File: src/rtl/jtdd_snd_mixer_if.sv
// Audio mixer bus: snapshot inputs, gains, mutes and flags towards the mixer,
// mixed sample plus status back from it.
interface jtdd_snd_mixer_if #(
  parameter int CH   = 4,
  parameter int W    = 16,
  parameter int WOUT = 16
);
  logic                   cen;
  logic [CH*W-1:0]        ch_in;
  logic [CH*8-1:0]        gain;
  logic [CH-1:0]          mute;
  logic                   clr_flags;
  logic signed [WOUT-1:0] mixed;
  logic                   sample;
  logic                   busy;
  logic                   clip;
  logic                   overrun;

  modport master (
    output cen, ch_in, gain, mute, clr_flags,
    input  mixed, sample, busy, clip, overrun
  );

  modport slave (
    input  cen, ch_in, gain, mute, clr_flags,
    output mixed, sample, busy, clip, overrun
  );
endinterface

File: src/rtl/jtdd_snd_mixer.sv
// N-channel sound mixer: snapshots the channels on cen, runs one shared
// multiply-accumulate per channel, then saturates the 4.4-scaled sum.
module jtdd_snd_mixer #(
  parameter int CH   = 4,
  parameter int W    = 16,
  parameter int WOUT = 16
) (
  input  logic               clk,
  input  logic               rstn,
  jtdd_snd_mixer_if.slave    bus
);
  localparam int CW = (CH > 1) ? $clog2(CH) : 1;
  localparam int PW = W + 9;
  localparam int AW = PW + CW;
  // Wide enough that the shifted accumulator and both rails compare without overflow
  localparam int XW = AW + WOUT;
  localparam logic signed [XW-1:0] SAT_MAX = {{(XW-WOUT+1){1'b0}}, {(WOUT-1){1'b1}}};
  localparam logic signed [XW-1:0] SAT_MIN = {{(XW-WOUT+1){1'b1}}, {(WOUT-1){1'b0}}};

  typedef enum logic [1:0] {
    S_IDLE = 2'd0,
    S_MAC  = 2'd1,
    S_OUT  = 2'd2
  } state_t;

  state_t                 r_state;
  logic signed [W-1:0]    r_ch_snap   [CH];
  logic [7:0]             r_gain_snap [CH];
  logic [CH-1:0]          r_mute_snap;
  logic [CW-1:0]          r_cnt;
  logic signed [AW-1:0]   r_acc;
  logic signed [WOUT-1:0] r_mixed;
  logic                   r_sample;
  logic                   r_clip;
  logic                   r_overrun;

  logic signed [W-1:0]    w_ch   [CH];
  logic [7:0]             w_gain [CH];
  logic signed [PW-1:0]   w_ch_x;
  logic signed [PW-1:0]   w_gain_x;
  logic signed [PW-1:0]   w_prod;
  logic signed [PW-1:0]   w_term;
  logic signed [AW-1:0]   w_res;
  logic signed [XW-1:0]   w_res_x;
  logic                   w_hi;
  logic                   w_lo;
  logic                   w_clip_set;
  logic                   w_ovr_set;

  generate
    for (genvar gi = 0; gi < CH; gi++) begin : g_unpack
      assign w_ch[gi]   = bus.ch_in[gi*W +: W];
      assign w_gain[gi] = bus.gain[gi*8 +: 8];
    end
  endgenerate

  // Both operands pre-extended to the product width so the multiply stays signed
  assign w_ch_x   = {{9{r_ch_snap[r_cnt][W-1]}}, r_ch_snap[r_cnt]};
  assign w_gain_x = {{(W+1){1'b0}}, r_gain_snap[r_cnt]};
  assign w_prod   = w_ch_x * w_gain_x;
  assign w_term   = r_mute_snap[r_cnt] ? '0 : w_prod;

  assign w_res    = r_acc >>> 4;
  assign w_res_x  = {{WOUT{w_res[AW-1]}}, w_res};
  assign w_hi     = w_res_x > SAT_MAX;
  assign w_lo     = w_res_x < SAT_MIN;

  assign w_clip_set = (r_state == S_OUT) && (w_hi || w_lo);
  assign w_ovr_set  = bus.cen && (r_state != S_IDLE);

  always_ff @(posedge clk or negedge rstn) begin
    if (!rstn) begin
      r_state     <= S_IDLE;
      r_mute_snap <= '0;
      r_cnt       <= '0;
      r_acc       <= '0;
      r_mixed     <= '0;
      r_sample    <= 1'b0;
      r_clip      <= 1'b0;
      r_overrun   <= 1'b0;
      for (int i = 0; i < CH; i++) begin
        r_ch_snap[i]   <= '0;
        r_gain_snap[i] <= '0;
      end
    end else begin
      r_sample  <= 1'b0;
      // A flag being set in the same cycle as a clear keeps the new event
      r_clip    <= (r_clip    & ~bus.clr_flags) | w_clip_set;
      r_overrun <= (r_overrun & ~bus.clr_flags) | w_ovr_set;

      case (r_state)
        S_IDLE: begin
          if (bus.cen) begin
            for (int i = 0; i < CH; i++) begin
              r_ch_snap[i]   <= w_ch[i];
              r_gain_snap[i] <= w_gain[i];
            end
            r_mute_snap <= bus.mute;
            r_acc       <= '0;
            r_cnt       <= '0;
            r_state     <= S_MAC;
          end
        end
        S_MAC: begin
          r_acc <= r_acc + {{(AW-PW){w_term[PW-1]}}, w_term};
          if (r_cnt == CW'(CH-1)) begin
            r_state <= S_OUT;
          end else begin
            r_cnt <= r_cnt + CW'(1);
          end
        end
        S_OUT: begin
          if (w_hi) begin
            r_mixed <= SAT_MAX[WOUT-1:0];
          end else if (w_lo) begin
            r_mixed <= SAT_MIN[WOUT-1:0];
          end else begin
            r_mixed <= w_res_x[WOUT-1:0];
          end
          r_sample <= 1'b1;
          r_state  <= S_IDLE;
        end
        default: r_state <= S_IDLE;
      endcase
    end
  end

  assign bus.mixed   = r_mixed;
  assign bus.sample  = r_sample;
  assign bus.busy    = (r_state != S_IDLE);
  assign bus.clip    = r_clip;
  assign bus.overrun = r_overrun;
endmodule

File: src/flat_wrapper.sv
// flat-port wrapper written by rule: the top's interface ports become plain ports
module jtdd_snd_mixer_flat 
#(
  parameter int CH   = 4,
  parameter int W    = 16,
  parameter int WOUT = 16
)
  (clk, rstn, bus_cen, bus_ch_in, bus_gain, bus_mute, bus_clr_flags, bus_mixed, bus_sample, bus_busy, bus_clip, bus_overrun);
  jtdd_snd_mixer_if #(.CH(CH), .W(W), .WOUT(WOUT)) bus_i ();
  input  logic clk;
  input  logic rstn;
  input wire logic [$bits(bus_i.cen)-1:0] bus_cen;
  input wire logic [$bits(bus_i.ch_in)-1:0] bus_ch_in;
  input wire logic [$bits(bus_i.gain)-1:0] bus_gain;
  input wire logic [$bits(bus_i.mute)-1:0] bus_mute;
  input wire logic [$bits(bus_i.clr_flags)-1:0] bus_clr_flags;
  output wire logic [$bits(bus_i.mixed)-1:0] bus_mixed;
  output wire logic [$bits(bus_i.sample)-1:0] bus_sample;
  output wire logic [$bits(bus_i.busy)-1:0] bus_busy;
  output wire logic [$bits(bus_i.clip)-1:0] bus_clip;
  output wire logic [$bits(bus_i.overrun)-1:0] bus_overrun;
  assign bus_i.cen = bus_cen;
  assign bus_i.ch_in = bus_ch_in;
  assign bus_i.gain = bus_gain;
  assign bus_i.mute = bus_mute;
  assign bus_i.clr_flags = bus_clr_flags;
  assign bus_mixed = bus_i.mixed;
  assign bus_sample = bus_i.sample;
  assign bus_busy = bus_i.busy;
  assign bus_clip = bus_i.clip;
  assign bus_overrun = bus_i.overrun;
  jtdd_snd_mixer #(.CH(CH), .W(W), .WOUT(WOUT)) u_core (.clk(clk), .rstn(rstn), .bus(bus_i));
endmodule
File: config.mk
export PLATFORM = sky130hd
export DESIGN_NAME = jtdd_snd_mixer_flat
export DESIGN_NICKNAME = d
export VERILOG_FILES = /design/src/rtl/jtdd_snd_mixer_if.sv /design/src/rtl/jtdd_snd_mixer.sv /design/src/flat_wrapper.sv
export SDC_FILE = /design/constraint.sdc
export NUM_CORES = 1
export LEC_CHECK = 0
export CAP_MARGIN = 20
export CELL_PAD_IN_SITES_DETAIL_PLACEMENT = 0
export CELL_PAD_IN_SITES_GLOBAL_PLACEMENT = 1
export CORE_ASPECT_RATIO = 0.5
export CORE_MARGIN = 4
export CORE_UTILIZATION = 46
export CTS_BUF_LIST = sky130_fd_sc_hd__clkbuf_8
export DETAILED_ROUTE_END_ITERATION = 10
export PLACE_DENSITY = 0.85
export SYNTH_ARGS = -nofsm -noshare
export SYNTH_HDL_FRONTEND = slang
export SYNTH_SLANG_ARGS = --single-unit
File: constraint.sdc
create_clock -name clk -period 8.4 [get_ports clk]
set_clock_uncertainty 0.1 [all_clocks]
set_input_delay 0.84 -clock clk [delete_from_list [all_inputs] [get_ports clk]]
set_output_delay 0.84 -clock clk [all_outputs]
set_load 0.02 [all_outputs]
## Yosys cells after proc, flatten, opt, wreduce, memory -nomap -nowiden

Cells that the tools add are included.

- Flip-flop bits (word level): 150
- Word-level logic and storage cells: 65

- Add/subtract/negate cells: 2
- Bitwise gates (word level): 6
- Eq/ne operators: 6
- Order comparisons: 4
- $mul: 1
- Reduce and logical (&&, ||, !) cells: 10
- Muxes and demuxes: 20

Operator list:

| cell | number |
|---|---|
| 16-bit two-way mux | 4 |
| 27-bit one-hot mux with 2 select lines | 1 |
| 16-bit binary-select mux with 2-bit select | 1 |
| 27-bit adder | 1 |
| 27-bit two-way mux | 1 |
| 16-bit by 9-bit multiplier with 25-bit output | 1 |
| 25-bit two-way mux | 1 |
| 23-bit by 16-bit > comparator with 1-bit output, second input constant | 1 |
| 23-bit by 16-bit less-than comparator with 1-bit output, second input constant | 1 |
| 8-bit binary-select mux with 2-bit select | 1 |
| 8-bit two-way mux | 2 |
| 2-bit two-way mux | 4 |
| 2-bit one-hot mux with 2 select lines | 2 |
| 2-bit AND reduction | 3 |
| 2-bit == test, second input constant | 2 |
| 2-bit != test, second input constant | 2 |
| 2-bit nonzero test | 2 |
| 3-bit greater-or-equal comparator, second input constant | 1 |
| 2-bit by 3-bit less-than comparator with 1-bit output, second input constant | 1 |
| 2-bit inverter with 3-bit output | 1 |
| 3-bit AND reduction | 1 |
| 2-bit by 1-bit adder with 2-bit output, second input constant | 1 |
| 1-bit AND | 2 |
| 1-bit binary-select mux with 2-bit select | 1 |
| 8 further kinds | 11 |

## Longest topological paths before layout

- Depth after elaboration: 8
- Gate-level depth with buffers: 35

## Worst setup path after synthesis

OpenSTA, ideal clock, no wires.

- Path type: flip-flop to flip-flop
- From: reg u_core.r_cnt[0]
- To: reg u_core.r_acc[26]
- Buffers on the path: 3
- Arrival: 7.349 ns
- Period minus slack after synthesis: 7.535 ns
- Slack: 0.865 ns
- Stages on the path, launching flop included: 30
- Library setup time: 0.087 ns
- Cells stage by stage: dfrtp_1 > buf_2 > buf_1 > mux4_2 > and2_1 > fa_1 > fa_1 > fa_1 > inv_1 > fa_1 > inv_1 > ha_1 > a21oi_1 > nor2_1 > or2_2 > o21a_1 > o21ai_0 > nand2b_1 > xor2_1 > nor2b_1 > ha_1 > clkbuf_1 > nand2_1 > a221o_1 > o21ai_1 > a22oi_2 > a21oi_1 > a31oi_1 > and4_1 > a211oi_2

- Longest elaborated chain between the ends: 8
- Elaborated cells between the ends (all ways): 13

Ends and longest elaborated chain:

| item | RTL line | text |
|---|---|---|
| start, declared | jtdd_snd_mixer.sv:30 | `logic [CW-1:0] r_cnt;` |
| start signal, assigned | jtdd_snd_mixer.sv:109 | `r_cnt <= r_cnt + CW'(1);` |
| 2-bit inverter with 3-bit output (implied by the code) | jtdd_snd_mixer.sv:58, jtdd_snd_mixer.sv:59 |  |
| 16-bit binary-select mux with 2-bit select / 8-bit binary-select mux with 2-bit select (equally long branches) | jtdd_snd_mixer.sv:58, jtdd_snd_mixer.sv:59 |  |
| 16-bit two-way mux (implied by the code) / 8-bit two-way mux (equally long branches) (2 in a row) | jtdd_snd_mixer.sv:58, jtdd_snd_mixer.sv:59 |  |
| 16-bit by 9-bit multiplier with 25-bit output | jtdd_snd_mixer.sv:60 | `assign w_prod = w_ch_x * w_gain_x;` |
| 25-bit two-way mux (*) | jtdd_snd_mixer.sv:61 | `assign w_term = r_mute_snap[r_cnt] ? '0 : w_prod;` |
| 27-bit adder (*) | jtdd_snd_mixer.sv:105 | `r_acc <= r_acc + {{(AW-PW){w_term[PW-1]}}, w_term};` |
| 27-bit one-hot mux with 2 select lines (*) | jtdd_snd_mixer.sv:91 | `case (r_state)` |
| end signal, assigned | jtdd_snd_mixer.sv:105 |  |
| end, declared | jtdd_snd_mixer.sv:31 | `logic signed [AW-1:0] r_acc;` |

Mark *: on every way between the ends. The rest lies on a longest branch, timed or not. The select of a mux whose other input is x is not followed.
A chain may end at the register's enable or synchronous reset.

## Worst setup path in the final report

Ends and elaborated chain as after synthesis.

==> run metrics <==
Req. time, crit path 8.71 ns; worst r2r src u_core.r_cnt[0]$_DFFE_PN0P_; Initial DRT Pass Iterations 6; delay of the slowest critical-path stage about 0.63 ns; Mapped Area 0.0123 mm^2; CP endpoint kind flip-flop; # IOs between 100 and 150; Max-cap violations 0; Starting Density a little under half; RSZ-0062 raised after global routing false; via/cell ratio approximately 5.0; first-pass GRT wire length ~48 mm; synthesized area per cell 8.73 um^2; Netlist cell types slightly below 60; routed vias 9320; Post-Route Setup TNS 0 ns; Final min period between 7 and 8 ns; Layout Nets roughly 1.8k; Pins Over Slew Limit 0; row cnt 42; register area share after synthesis approximately 30%; maximum clock insertion buffer count 2; Synth Flop Type dfrtp_1; clock root cell clkbuf_8; type of the most critical hold path in2async; share of layout cells above drive strength 1 between 5 and 6%; detailed-route wire length 28.7 mm; CTS Hold Bufs 0; FILL cells roughly 2.4k; # setup viols final 0; crit-path most repeated cell inv_1; critical path type reg2reg; CTS tree done; post-cts sizing count 0; Final period util 93.1%; achievable clock frequency roughly 130 MHz; CTS Sinks 150; post-synth net total around 1.7k; gpl congestion around 0.90; Setup Fix Bufs, Post-CTS 0; First DRT Iteration DRCs between 500 and 600; antenna cells 0; Yosys reg bits 150; core box area around 0.026 mm^2; register area 0.00376 mm^2; final hold viol count 0; largest net degree at the start of global routing about 100; half-perimeter wire length after placement approximately 22 mm; chip width approximately 240 um; H-tree level count 4; initial antenna violation count 0; Setup crit start kind flip-flop; IO Port Bufs approximately 120; measured slew at the worst slew-check pin 1.03 ns; Post-route DRC 0; Post-Syn Instances approximately 1.4k; vias in the first global route about 9.6k; GRT Resource Usage Total between 20 and 25%; Multi-input gate area 0.00770 mm^2; asr flop ratio synth 100%; critical path arrival approximately 8.1 ns; Max FO, Critical Path 14; Die Area between 0.02 and 0.03 mm^2; CP max-delay cell dfrtp_4; average routed wire per standard cell between 15 and 20 um; crit path launch u_core.r_cnt[0]$_DFFE_PN0P_; Routed Antenna Nets 0; Ys Warns 0; Die Ht about 120 um; outcome finished, final reports clean; number of synthesized flops with an enable pin 0; Reg clk slew, reported paths ~0.090 ns; Overflow after GRT 0; CTS Buf Count 17; Area Overhead vs Synth 15.9%; relative max-transition margin a little under a third; Skew-Pair Late Insertion Delay a little under 0.5 ns
-- cell type report --
class | count | area share (%)
Clock buffer | 19 | 1.83
Timing Repair Buffer | 131 | 9.22
Sequential cell | 150 | 26.3
Multi-Input combinational cell | 1028 | 53.9
Tap cell | 352 | 3.08
Inverter | 177 | 4.65
Clock inverter | 12 | 0.990
-- synthesized netlist by cell type, types with 9 or more instances --
library cell / instances / area [um^2]
o21ai_0: 62 / 310
nor2b_1: 11 / 68.8
nor3_1: 14 / 70.1
inv_1: 177 / 664
xor2_1: 15 / 131
clkbuf_1: 50 / 188
nor2_1: 41 / 154
dfrtp_1: 150 / 3750
xnor2_1: 24 / 210
o21ai_1: 9 / 45.0
mux4_2: 25 / 563
ha_1: 76 / 951
a21oi_1: 30 / 150
nand3_1: 34 / 170
nand2_1: 414 / 1550
fa_1: 103 / 2060
and2_1: 64 / 400
a21o_1: 25 / 188
-- critical path: cells and delay by family (launching register included) --
kind,cells,cell delay (ns)
multiplexers,1,0.61
AO/OA/AOI/OAI,9,1.82
AND/OR/NAND/NOR,7,1.20
adder cells (fa/ha/maj),6,2.75
buffers and inverters,6,0.61
flip-flops,1,0.63
-- flip-flops by register name, summed over array words and instances (netlist names) --
register and flops:
u_core.bus.clip 1, u_core.bus.mixed 16, u_core.bus.overrun 1, u_core.bus.sample 1, u_core.r_acc 27, u_core.r_ch_snap 64, u_core.r_cnt 2, u_core.r_gain_snap 32
u_core.r_mute_snap 4, u_core.r_state 2
-- logic make-up after synthesis --
| logic type | Yosys count | synth area share (%) |
|---|---|---|
| AO/OA/AOI/OAI | 178 | 9.19 |
| XOR/XNOR | 39 | 2.77 |
| adder cells (fa/ha/maj) | 180 | 24.5 |
| flip-flops | 150 | 30.5 |
| buffers and inverters | 233 | 7.12 |
| AND/OR/NAND/NOR | 601 | 20.9 |
| multiplexers | 30 | 5.05 |
-- final timing paths --
check	to	slack (ns)	depth (start not counted)
max in group asynchronous	u_core.r_cnt[0]$_DFFE_PN0P_	6.40	2
min	u_core.bus.mixed[1]$_DFFE_PN0P_	0.27	1
min reg2reg	u_core.r_ch_snap[54]$_DFFE_PN0P_	0.37	2
max	u_core.r_acc[26]$_DFFE_PN0P_	0.58	29
max reg2reg	u_core.r_acc[26]$_DFFE_PN0P_	0.58	29
min in group clk	u_core.r_ch_snap[54]$_DFFE_PN0P_	0.37	2
-- metal layers --
layer | wire (um) | vias to the layer above | global-route usage, %
met5 | 0 | - | 0
met4 | 410 | 0 | 5.11
met3 | 1600 | 30 | 4.98
met2 | 12100 | 195 | 30.0
met1 | 14600 | 4405 | 30.5
li1 | - | 4690 | -
-- through the flow --
step	area (um^2)	cells	hold WS [ns]	worst slack, ns	util (%)
2_1_floorplan	12300	1411	0.340	0.865	-
3_5_place_dp	13900	1838	0.359	0.467	52.6
4_1_cts	14300	1869	0.273	0.435	54.1
6_report	14300	1869	0.270	0.580	54.1
3_3_place_gp	13900	1838	0.354	0.608	52.6
5_1_grt	14300	1869	0.320	0.0575	54.1
-- cells in the final DEF (no fill, tap or decap), types with 4 or more instances in the layout --
cell,n
a211o_1,5
a211oi_1,5
a21o_1,25
a21oi_1,30
and2_1,63
buf_4,6
clkbuf_8,19
clkdlybuf4s50_1,122
dfrtp_1,148
fa_1,103
ha_1,76
inv_1,177
mux4_2,25
nand2_1,413
nand2b_1,8
nand3_1,34
nand4_1,6
nor2_1,41
nor2b_1,11
nor3_1,14
o21a_1,7
o21ai_0,62
o21ai_1,9
o21bai_1,4
o31ai_1,5
xnor2_1,24
xor2_1,15
Power is not shown: default switching activity piles up to over one toggle a cycle in this logic, so the estimate is an artifact.
